**config.mk**
```make
export PLATFORM = sky130hd
export DESIGN_NAME = divisor_sequencial
export DESIGN_NICKNAME = d
export VERILOG_FILES = /design/src/rtl/divisor_sequencial_pkg.sv /design/src/rtl/estagiodivisao.sv /design/src/rtl/muxdivisor4x4.sv /design/src/rtl/subtrator4x4.sv /design/src/rtl/divisor_sequencial.sv
export SDC_FILE = /design/constraint.sdc
export NUM_CORES = 1
export LEC_CHECK = 0
export ABC_AREA = 1
export BUFFER_PORTS_ARGS = -buffer_cell sky130_fd_sc_hd__buf_2
export CAP_MARGIN = 0
export CELL_PAD_IN_SITES_DETAIL_PLACEMENT = 0
export CELL_PAD_IN_SITES_GLOBAL_PLACEMENT = 1
export CORE_UTILIZATION = 43
export DETAILED_ROUTE_END_ITERATION = 10
export PLACE_DENSITY_LB_ADDON = 0.2
export SKIP_CTS_REPAIR_TIMING = 1
export SYNTH_ARGS = -nofsm -noshare
export SYNTH_HDL_FRONTEND = slang
export SYNTH_SLANG_ARGS = --single-unit
```
**constraint.sdc**
```tcl
create_clock -name clk -period 5.1 [get_ports clk]
set_clock_uncertainty 0.15 [all_clocks]
set_input_delay 0.255 -clock clk [delete_from_list [all_inputs] [get_ports clk]]
set_output_delay 0.255 -clock clk [all_outputs]
set_load 0.02 [all_outputs]
```
**src/rtl/divisor_sequencial_pkg.sv**
```systemverilog
// divisor_sequencial shared definitions:
// FSM encodings and divide-by-zero constants.
package divisor_sequencial_pkg;

  typedef enum logic [1:0] {
    ST_IDLE = 2'b00,
    ST_CALC = 2'b01,
    ST_DONE = 2'b10
  } state_t;

  localparam logic [3:0] DIV_ZERO_Q = 4'hF;
  localparam logic [1:0] CNT_MSB    = 2'd3;

endpackage

```
**src/rtl/estagiodivisao.sv**
```systemverilog
// One restoring-division step: shift in a dividend bit,
// try to subtract the divisor, restore on borrow.
module estagiodivisao (
  input  logic [3:0] resto_anterior,
  input  logic       d_bit,
  input  logic [3:0] b,
  output logic       q_bit,
  output logic [3:0] resto_novo
);

  logic [3:0] shifted;
  logic [3:0] diff;
  logic       borrow;

  assign shifted = {resto_anterior[2:0], d_bit};

  subtrator4x4 u_sub (
    .a      (shifted),
    .b      (b),
    .diff   (diff),
    .borrow (borrow)
  );

  // Top bit shifted out can only be 0 for 4-bit dividends.
  assign q_bit = resto_anterior[3] | ~borrow;

  muxdivisor4x4 u_mux (
    .sel (q_bit),
    .a   (diff),
    .b   (shifted),
    .y   (resto_novo)
  );

endmodule

```
**src/rtl/muxdivisor4x4.sv**
```systemverilog
// 4-bit 2:1 restore mux of the division stage:
// picks the difference when sel is high.
module muxdivisor4x4 (
  input  logic       sel,
  input  logic [3:0] a,
  input  logic [3:0] b,
  output logic [3:0] y
);

  assign y = sel ? a : b;

endmodule

```
**src/rtl/subtrator4x4.sv**
```systemverilog
// 4-bit subtractor with borrow out,
// used by the division stage.
module subtrator4x4 (
  input  logic [3:0] a,
  input  logic [3:0] b,
  output logic [3:0] diff,
  output logic       borrow
);

  logic [4:0] full;

  assign full   = {1'b0, a} - {1'b0, b};
  assign diff   = full[3:0];
  assign borrow = full[4];

endmodule

```
**src/rtl/divisor_sequencial.sv**
```systemverilog
// Iterative 4-bit restoring divider: one stage
// reused over four cycles, start/busy/done handshake.
module divisor_sequencial
  import divisor_sequencial_pkg::*;
(
  input  logic       clk,
  input  logic       rst,
  input  logic       start,
  input  logic [3:0] A,
  input  logic [3:0] B,
  output logic [3:0] Q,
  output logic [3:0] R,
  output logic       busy,
  output logic       done,
  output logic       div_zero
);

  state_t     state;
  state_t     state_nx;
  logic [3:0] a_reg;
  logic [3:0] b_reg;
  logic [3:0] r_reg;
  logic [3:0] q_reg;
  logic [1:0] cnt;
  logic       dz_reg;
  logic       accept;
  logic       d_bit;
  logic       q_bit;
  logic [3:0] r_new;

  assign accept = start && (state != ST_CALC);
  assign d_bit  = a_reg[cnt];

  estagiodivisao u_stage (
    .resto_anterior (r_reg),
    .d_bit          (d_bit),
    .b              (b_reg),
    .q_bit          (q_bit),
    .resto_novo     (r_new)
  );

  always_ff @(posedge clk or posedge rst) begin
    if (rst) state <= ST_IDLE;
    else     state <= state_nx;
  end

  always_comb begin
    state_nx = state;
    busy     = 1'b0;
    done     = 1'b0;
    unique case (state)
      ST_IDLE: begin
        if (start)
          state_nx = (B == 4'd0) ? ST_DONE : ST_CALC;
      end
      ST_CALC: begin
        busy = 1'b1;
        if (cnt == 2'd0) state_nx = ST_DONE;
      end
      ST_DONE: begin
        done = 1'b1;
        if (start)
          state_nx = (B == 4'd0) ? ST_DONE : ST_CALC;
        else
          state_nx = ST_IDLE;
      end
      default: state_nx = ST_IDLE;
    endcase
  end

  always_ff @(posedge clk or posedge rst) begin
    if (rst) begin
      a_reg  <= '0;
      b_reg  <= '0;
      r_reg  <= '0;
      q_reg  <= '0;
      cnt    <= '0;
      dz_reg <= 1'b0;
    end else if (accept) begin
      a_reg  <= A;
      b_reg  <= B;
      cnt    <= CNT_MSB;
      dz_reg <= (B == 4'd0);
      if (B == 4'd0) begin
        q_reg <= DIV_ZERO_Q;
        r_reg <= A;
      end else begin
        q_reg <= '0;
        r_reg <= '0;
      end
    end else if (state == ST_CALC) begin
      q_reg[cnt] <= q_bit;
      r_reg      <= r_new;
      if (cnt != 2'd0) cnt <= cnt - 2'd1;
    end
  end

  assign Q        = q_reg;
  assign R        = r_reg;
  assign div_zero = dz_reg;

endmodule

```
==> results of run 1 <==
## cells by family (layout without fill, tap and decap cells)
| family | after synthesis | after routing | share of synthesized area |
|---|---|---|---|
| adder cells (fa/ha/maj) | 9 | 9 | 0.0938 |
| buffers and inverters | 29 | 52 | 0.112 |
| AND/OR/NAND/NOR | 83 | 83 | 0.294 |
| flip-flops | 21 | 21 | 0.410 |
| AO/OA/AOI/OAI | 23 | 23 | 0.0898 |
## per-layer routing
| metal | GRT usage | part of all wire | vias to the layer above |
|---|---|---|---|
| li1 | - | - | 563 |
| met1 | 0.278 | 0.52 | 480 |
| met2 | 0.264 | 0.43 | 26 |
| met3 | 0.0207 | 0.036 | 4 |
| met4 | 0.0767 | 0.0094 | 0 |
| met5 | 0 | 0 | - |
## worst paths after layout
| kind | from | to | cells after the start | slack (ps) |
|---|---|---|---|---|
| max | cnt[0] | Q[2] | 15 | 2690 |
| min | B[0] | b_reg[0] | 3 | 0.9 |
| max reg2reg | cnt[0] | Q[2] | 15 | 2690 |
| min reg2reg | a_reg[3] | a_reg[3] | 2 | 340 |
| max in group asynchronous | rst | b_reg[1] | 3 | 3820 |
| min in group asynchronous | rst | state[1] | 3 | 480 |
## power groups by stage
stage                     Clock (mW)  Combinational [mW]  Sequential [mW]
after floorplan                    0               0.437            0.342
after global placement             0               0.578            0.310
after detailed placement           0               0.579            0.312
after CTS                     0.0837               0.583            0.308
after global routing          0.0923               0.683            0.318
final                         0.0812               0.584            0.306
## worst max-delay path: stages, from the launching register on
cell     delay [ps]
dfrtp_1         470
inv_1           120
nand2_1          70
nand3_1          60
nand2_1          80
ha_1            140
inv_1            60
fa_1            380
nand2_1          90
nand2_1          50
nand2_1         110
nand2_1         140
inv_1           150
nand3_1          90
nand2_1          80
a21oi_1          60
## cells in the final DEF (no fill, tap or decap)
master         count
a21oi_1           13
buf_2             21
clkbuf_4           3
clkinv_2           1
dfrtp_1           21
dlygate4sd3_1      1
fa_1               1
ha_1               8
inv_1             24
inv_2              1
inv_6              1
nand2_1           41
nand2_4            1
nand3_1           13
nand3b_1           2
nand4_4            1
nor2_1            22
nor2_4             2
nor3_1             1
o21ai_0           10
## final cells by class
| class | count | area, sq um |
|---|---|---|
| clock buffer | 3 | 22.5 |
| inverter | 26 | 103 |
| sequential | 21 | 526 |
| clock inverter | 1 | 5.00 |
| fill | 274 | 1360 |
| timing repair buffer | 22 | 115 |
| tap | 31 | 38.8 |
| multi-input combinational | 115 | 612 |
## metrics by stage
stage	hold slack, ps	power, mW
after floorplan	81.5	0.779
after global placement	294	0.887
after detailed placement	298	0.891
after CTS	-44.3	0.975
after global routing	17.9	1.09
final	0.879	0.971
==> key figures, run 1 <==
Route
  – Routed Antenna Nets: 0
  – DRC: 0
  – DR pass1 iterations: 4
  – Vias per cell: 4.90
  – DR iter-0 viols: 30
  – Via count: ~1100
  – WL final: about 2600 microns
  – Avg WL per Cell: roughly 12 microns

Global routing
  – Vias in the first global route: around 1000
  – Pin count of the biggest net entering global routing: 22
  – Initial antenna violation count: 0
  – Tot GR Track Use: 0.184
  – Remaining global-route overflow: 0
  – Global-route wire length before repair: around 4500 microns

Synthesis
  – Yosys cell types: 18
  – Area contributors post-synth: dfrtp_1 (41%), nand2_1 (12%), ha_1 (7.8%)
  – Syn Std Cell Area: approximately 1300 sq um
  – Post-synth top flop: dfrtp_1
  – Yosys reg bits: 21
  – Post-synthesis sequential area ratio: 0.410
  – Synth Net Count: approximately 190
  – Synth warn: 0
  – Synth top cells by count: nand2_1 (41), inv_1 (24), nor2_1 (22), dfrtp_1 (21)
  – Cell count after synthesis: roughly 170
  – Top-count cell post-synth: nand2_1
  – Share of the synthesized area in the top cell type: 0.410
  – Largest area contributor in the netlist: dfrtp_1
  – EDFF count, synth: 0
  – Syn_area_per_cell: ~7.8 sq um
  – Ys async rst share: 1.00

Die
  – Core area: about 2800 sq um
  – Ports: 22
  – Die Span X: between 50 and 60 microns
  – Die area: between 3000 and 4000 sq um
  – Starting density of the core: 0.461
  – Die H: about 57 microns
  – # rows: 19

Worst setup path
  – Startpoint class of the critical path: flip-flop
  – CP arrival: 2460 ps
  – Critical path required time: approximately 5200 ps
  – Type of the worst setup path: reg2reg
  – Crit end category: flip-flop
  – Max FO, Critical Path: 7

Min path
  – Worst hold path class: in2reg

Timing
  – FMAX: between 400 and 500 MHz
  – Pins Over Slew Limit: 0
  – Setup WS post-layout: approximately 2700 ps
  – Setup Viol. Count Final: 0
  – Final critical-path required period: between 2000 and 2500 ps
  – Unrepaired setup endpoints after global routing: false
  – Slew of the pin with the lowest slew margin: slightly above 800 ps
  – Tcrit/Tclk final: 0.472
  – TNS Setup: 0 ps
  – Final hold violations: 0
  – Max transition margin: 0.460

Clocking
  – Total CTS buffers: 3
  – Clk Latency, worst-skew pair: 300 ps
  – Root Buffer: clkbuf_4
  – Clk slew on worst S/H paths: roughly 120 ps
  – H-tree depth: 1
  – Clock sinks: 21
  – Maximum clock path buffer count: 2
  – CTS tree: built

Status
  – Status: completed

Power and ir drop
  – Part of the power in registers: 0.315
  – Power per cell area: slightly below 700 nW/um^2
  – Combinational group share of total power: 0.601
  – Worst ir drop on vdd: slightly above 0.4 mV
  – Psw: slightly below 0.5 mW
  – Leakage: ~0.80 nW
  – Power Internal: 0.485 mW
  – Clock power frac: 0.084
  – Sw Share: 0.501

Placed design
  – Post-Place Setup Slack: around 2700 ps
  – DP HPWL: between 1500 and 2000 microns
  – Placed Instance Area: 1380 sq um
  – Final GP Congestion: 0.871
  – PortBufs: 21
  – Dpl cells: ~210

Finish
  – Final design utilization: 0.511
  – NumNets Final: 209
  – Share of cells above drive strength 1: 0.165
  – Area grow syn2layout: 10.9%
  – Antenna Cells: 0
  – Design Area, Final: 1420 sq um
  – Layout Cells excl Fill: between 200 and 250

Run
  – Max-cap violations: 0
(Power assumes the default switching activity.)
==> run 2: changes to the inputs <==
- CORE_UTILIZATION: 43 -> 36
- clock period: 5.1 -> 2.16 ns (I/O delays scaled with it)
==> key figures, run 2 (synthesis results as in run 1) <==
Status
  – Status: completed

Timing
  – Final critical-path required period: between 2000 and 2500 ps
  – Setup WS post-layout: 47.2 ps
  – Final hold violations: 0
  – Tcrit/Tclk final: 0.978
  – Setup Viol. Count Final: 0
  – Unrepaired setup endpoints after global routing: true
  – Pins Over Slew Limit: 0
  – Slew of the pin with the lowest slew margin: between 800 and 900 ps
  – FMAX: around 470 MHz
  – Max transition margin: 0.447

Clocking
  – Clk Latency, worst-skew pair: about 300 ps
  – H-tree depth: 1
  – Root Buffer: clkbuf_4
  – Clock sinks: 21
  – Total CTS buffers: 3
  – Clk slew on worst S/H paths: ~130 ps
  – CTS tree: built
  – Maximum clock path buffer count: 2

Power and ir drop
  – Leakage: around 0.88 nW
  – Worst ir drop on vdd: between 0.5 and 0.6 mV
  – Power per cell area: 1660 nW/um^2

Global routing
  – Tot GR Track Use: 0.162
  – Global-route wire length before repair: ~4400 microns
  – Remaining global-route overflow: 0
  – Pin count of the biggest net entering global routing: 22
  – Vias in the first global route: 999
  – Initial antenna violation count: 0

Worst setup path
  – CP arrival: ~2200 ps
  – Critical path's top delay family: simple AND/OR/NAND/NOR gates
  – Critical path required time: 2220 ps
  – Crit end category: flip-flop
  – Max FO, Critical Path: 6
  – Slowest library cell on the worst path: dfrtp_2
  – Type of the worst setup path: reg2reg
  – Startpoint class of the critical path: flip-flop
  – Worst path buffer plus inverter count: 3
  – Largest stage delay, worst path: between 400 and 500 ps
  – Critical path, cell by cell: nand2_1, nand3_2, nand2_2, ha_4, inv_2, fa_2, nand2_2, nand2_2, nand2_4, buf_6, nand3_1, nand2_1, inv_1, nand2_1, a21oi_2

Finish
  – Share of cells above drive strength 1: 0.305
  – Final design utilization: 0.496
  – Layout Cells excl Fill: between 200 and 250
  – Area grow syn2layout: 30.3%
  – Antenna Cells: 0
  – Most frequent cells in the layout: nand2_1 (33), nor2_1 (22), inv_1 (21), buf_2 (21), dfrtp_1 (20)
  – Commonest non-fill, non-tap cell in the layout: nand2_1
  – NumNets Final: about 220

Die
  – Core area: about 3400 sq um
  – Die H: 61.7 microns
  – Starting density of the core: 0.381
  – # rows: 21
  – Ports: 22
  – Die area: 3800 sq um
  – Die Span X: between 60 and 70 microns

Route
  – Via count: roughly 1200
  – Routed Antenna Nets: 0
  – DR iter-0 viols: 34
  – WL final: around 3000 microns
  – DRC: 0
  – Vias per cell: between 4 and 5
  – DR pass1 iterations: 4
  – Avg WL per Cell: around 12 microns

Placed design
  – Post-Place Setup Slack: -115 ps
  – Dpl cells: about 240
  – PortBufs: 21
  – DP HPWL: ~2100 microns
  – Final GP Congestion: around 0.8

Min path
  – Worst hold path class: in2reg

Run
  – Max-cap violations: 0
==> run 2: power breakdown <==
part	total [mW]	leakage [nW]	switching, mW	internal (mW)
sequential	0.729	0.254	0.142	0.587
combinational	1.84	0.608	1.10	0.738
clock	0.196	0.0177	0.127	0.0690
total	2.77	0.879	1.37	1.39
==> run 2: worst paths after layout <==
kind	start	to	slack [ps]	cells past startpoint
max in group asynchronous	rst	cnt[0]	950	3
min	start	state[0]	40	3
max reg2reg	cnt[0]	R[3]	50	15
max	cnt[0]	R[3]	50	15
min in group asynchronous	rst	state[0]	350	3
min reg2reg	div_zero	div_zero	340	2
==> run 2: layer usage <==
| layer | up-vias | part of all wire | GRT usage |
|---|---|---|---|
| met5 | - | 0 | 0 |
| met4 | 0 | 0.010 | 0.0381 |
| met3 | 4 | 0.026 | 0.0189 |
| met2 | 20 | 0.49 | 0.270 |
| met1 | 535 | 0.47 | 0.225 |
| li1 | 595 | - | - |
==> run 2: worst register-to-register path, delay by kind of cell, from the launching register on <==
| family | cells | cell delay [ps] |
|---|---|---|
| buffers and inverters | 3 | 180 |
| adder cells (fa/ha/maj) | 2 | 500 |
| AO/OA/AOI/OAI | 1 | 50 |
| flip-flops | 1 | 470 |
| AND/OR/NAND/NOR | 9 | 680 |
==> run 2: layout make-up <==
type | count | area [sq um]
fill | 381 | 1690
multi-input combinational | 115 | 701
sequential | 21 | 527
timing repair buffer | 37 | 251
inverter | 26 | 105
tap | 46 | 57.6
clock buffer | 3 | 22.5
clock inverter | 1 | 5.00
==> run 2: metrics by stage <==
step | hold WS, ps | instance area (sq um) | total power [mW] | setup TNS, ps
3_5_place_dp | 168 | 1450 | 2.22 | -484
4_1_cts | -178 | 1480 | 2.43 | -650
3_3_place_gp | 162 | 1450 | 2.21 | -148
6_report | 37.6 | 1670 | 2.77 | 0
2_1_floorplan | -65.5 | 1280 | 1.84 | 0
5_1_grt | 55.7 | 1670 | 3.07 | -402
==> run 3: changes to the inputs <==
- CELL_PAD_IN_SITES_DETAIL_PLACEMENT: 0 -> unset
- CELL_PAD_IN_SITES_GLOBAL_PLACEMENT: 1 -> unset
- CORE_UTILIZATION: 36 -> 49
==> key figures, run 3 (synthesis results as in run 1) <==
Timing
  – FMAX: about 460 MHz
  – Max transition margin: 0.456
  – Tcrit/Tclk final: 1.00
  – TNS Setup: -3.22 ps
  – Pins Over Slew Limit: 0
  – Final critical-path required period: between 2000 and 2500 ps
  – Slew of the pin with the lowest slew margin: 815 ps
  – Setup WS post-layout: -3.22 ps
  – Final hold violations: 0
  – Unrepaired setup endpoints after global routing: true
  – Setup Viol. Count Final: 1

Route
  – DR iter-0 viols: 14
  – Avg WL per Cell: ~12 microns
  – Vias per cell: a little under 5
  – DRC: 0
  – DR pass1 iterations: 4
  – Routed Antenna Nets: 0
  – WL final: ~2800 microns
  – Via count: between 1000 and 1500

Clocking
  – Clock sinks: 21
  – Total CTS buffers: 3
  – Root Buffer: clkbuf_4
  – Clk Latency, worst-skew pair: around 310 ps
  – CTS tree: built
  – H-tree depth: 1
  – Maximum clock path buffer count: 2
  – Clk slew on worst S/H paths: roughly 120 ps

Worst setup path
  – Largest stage delay, worst path: 440 ps
  – RR Endpoint: R[3]
  – R2r startpoint: cnt[0]
  – Slowest library cell on the worst path: dfrtp_1
  – CP Launch Point: cnt[0]
  – Critical path required time: about 2200 ps
  – CP arrival: 2230 ps
  – CP endpoint: R[3]
  – Startpoint class of the critical path: flip-flop
  – Max FO, Critical Path: 5
  – R2R setup slack: -3 ps
  – Type of the worst setup path: reg2reg
  – Crit end category: flip-flop
  – Critical path, cell by cell: inv_2, nand2_1, nand3_1, nand2_1, ha_2, inv_2, fa_2, nand2_2, nand2_2, nand2_4, buf_6, nand3_2, nand2_1, inv_1, nand2_2, a21oi_2
  – R2R depth: 16

Min path
  – Worst hold path class: in2reg

Finish
  – NumNets Final: around 220
  – Area grow syn2layout: 27.6%
  – Antenna Cells: 0
  – Share of cells above drive strength 1: 0.296
  – Commonest non-fill, non-tap cell in the layout: nand2_1
  – Layout Cells excl Fill: between 200 and 250
  – Most frequent cells in the layout: nand2_1 (33), nor2_1 (22), dfrtp_1 (21), inv_1 (21), buf_2 (21)

Power and ir drop
  – Overall power: 2.70 mW
  – Power per cell area: between 1500 and 2000 nW/um^2
  – Leakage: a little under 0.9 nW
  – Worst ir drop on vdd: ~0.90 mV

Global routing
  – Tot GR Track Use: 0.231
  – Global-route wire length before repair: about 4500 microns
  – Initial antenna violation count: 0
  – Vias in the first global route: about 1000
  – Pin count of the biggest net entering global routing: 22
  – Remaining global-route overflow: 0

Status
  – Status: finished, violations left
  – Failing checks: setup timing

Placed design
  – DP HPWL: between 2000 and 2500 microns
  – PortBufs: 21
  – Dpl cells: approximately 220
  – Final GP Congestion: ~0.89

Die
  – Core area: approximately 2500 sq um
  – Die H: 53.1 microns
  – # rows: 18
  – Die Span X: about 53 microns
  – Ports: 22
  – Die area: approximately 2800 sq um
  – Starting density of the core: 0.517

Run
  – Max-cap violations: 0
[run 3: cell count changes in the layout (fill, tap and decap cells not counted), sizes merged]
| cell | delta |
|---|---|
| clkinv | -1 |
| clkbuf | +1 |
[run 3: how the worst min path moves through the flow]
| stage | start | to | slack [ps] | cells past startpoint |
|---|---|---|---|---|
| finish | start | a_reg[2] | 60 | 4 |
| detailed placement | rst | R[2] | 160 | 2 |
| floorplan | rst | Q[0] | -70 | 1 |
| CTS | rst | R[2] | -190 | 2 |
| global route | start | a_reg[2] | 70 | 4 |
| global placement | rst | R[2] | 150 | 2 |
[run 3: power breakdown]
part           internal [mW]  switching (mW)
clock                 0.0723           0.126
sequential             0.586           0.138
combinational          0.706            1.07
[run 3: stage by stage]
step	util	hold WS, ps	instance area [sq um]	setup slack (ps)
after floorplan	-	-65.5	1280	33.1
after global placement	0.573	151	1420	-30.4
after detailed placement	0.573	160	1420	-103
after CTS	0.584	-190	1450	-138
after global routing	0.660	69.2	1640	-157
final	0.660	57.1	1640	-3.22
[run 3: area by class of cell]
type	instances	area (sq um)
multi-input combinational	115	689
timing repair buffer	37	251
clock buffer	4	26.3
sequential	21	526
inverter	26	105
tap	30	37.5
fill	228	842
[run 3: worst max-delay path: cells and delay by family, from the launching register on]
| family | cells | cell delay (ps) |
|---|---|---|
| AO/OA/AOI/OAI | 1 | 50 |
| AND/OR/NAND/NOR | 9 | 630 |
| flip-flops | 1 | 440 |
| adder cells (fa/ha/maj) | 2 | 540 |
| buffers and inverters | 4 | 260 |
[run 3: layer usage]
metal	global-route usage	routed length, microns	up-vias
met5	0	0	-
met3	0.0345	87	4
met4	0.105	53	0
met2	0.363	1330	24
li1	-	-	594
met1	0.309	1340	535
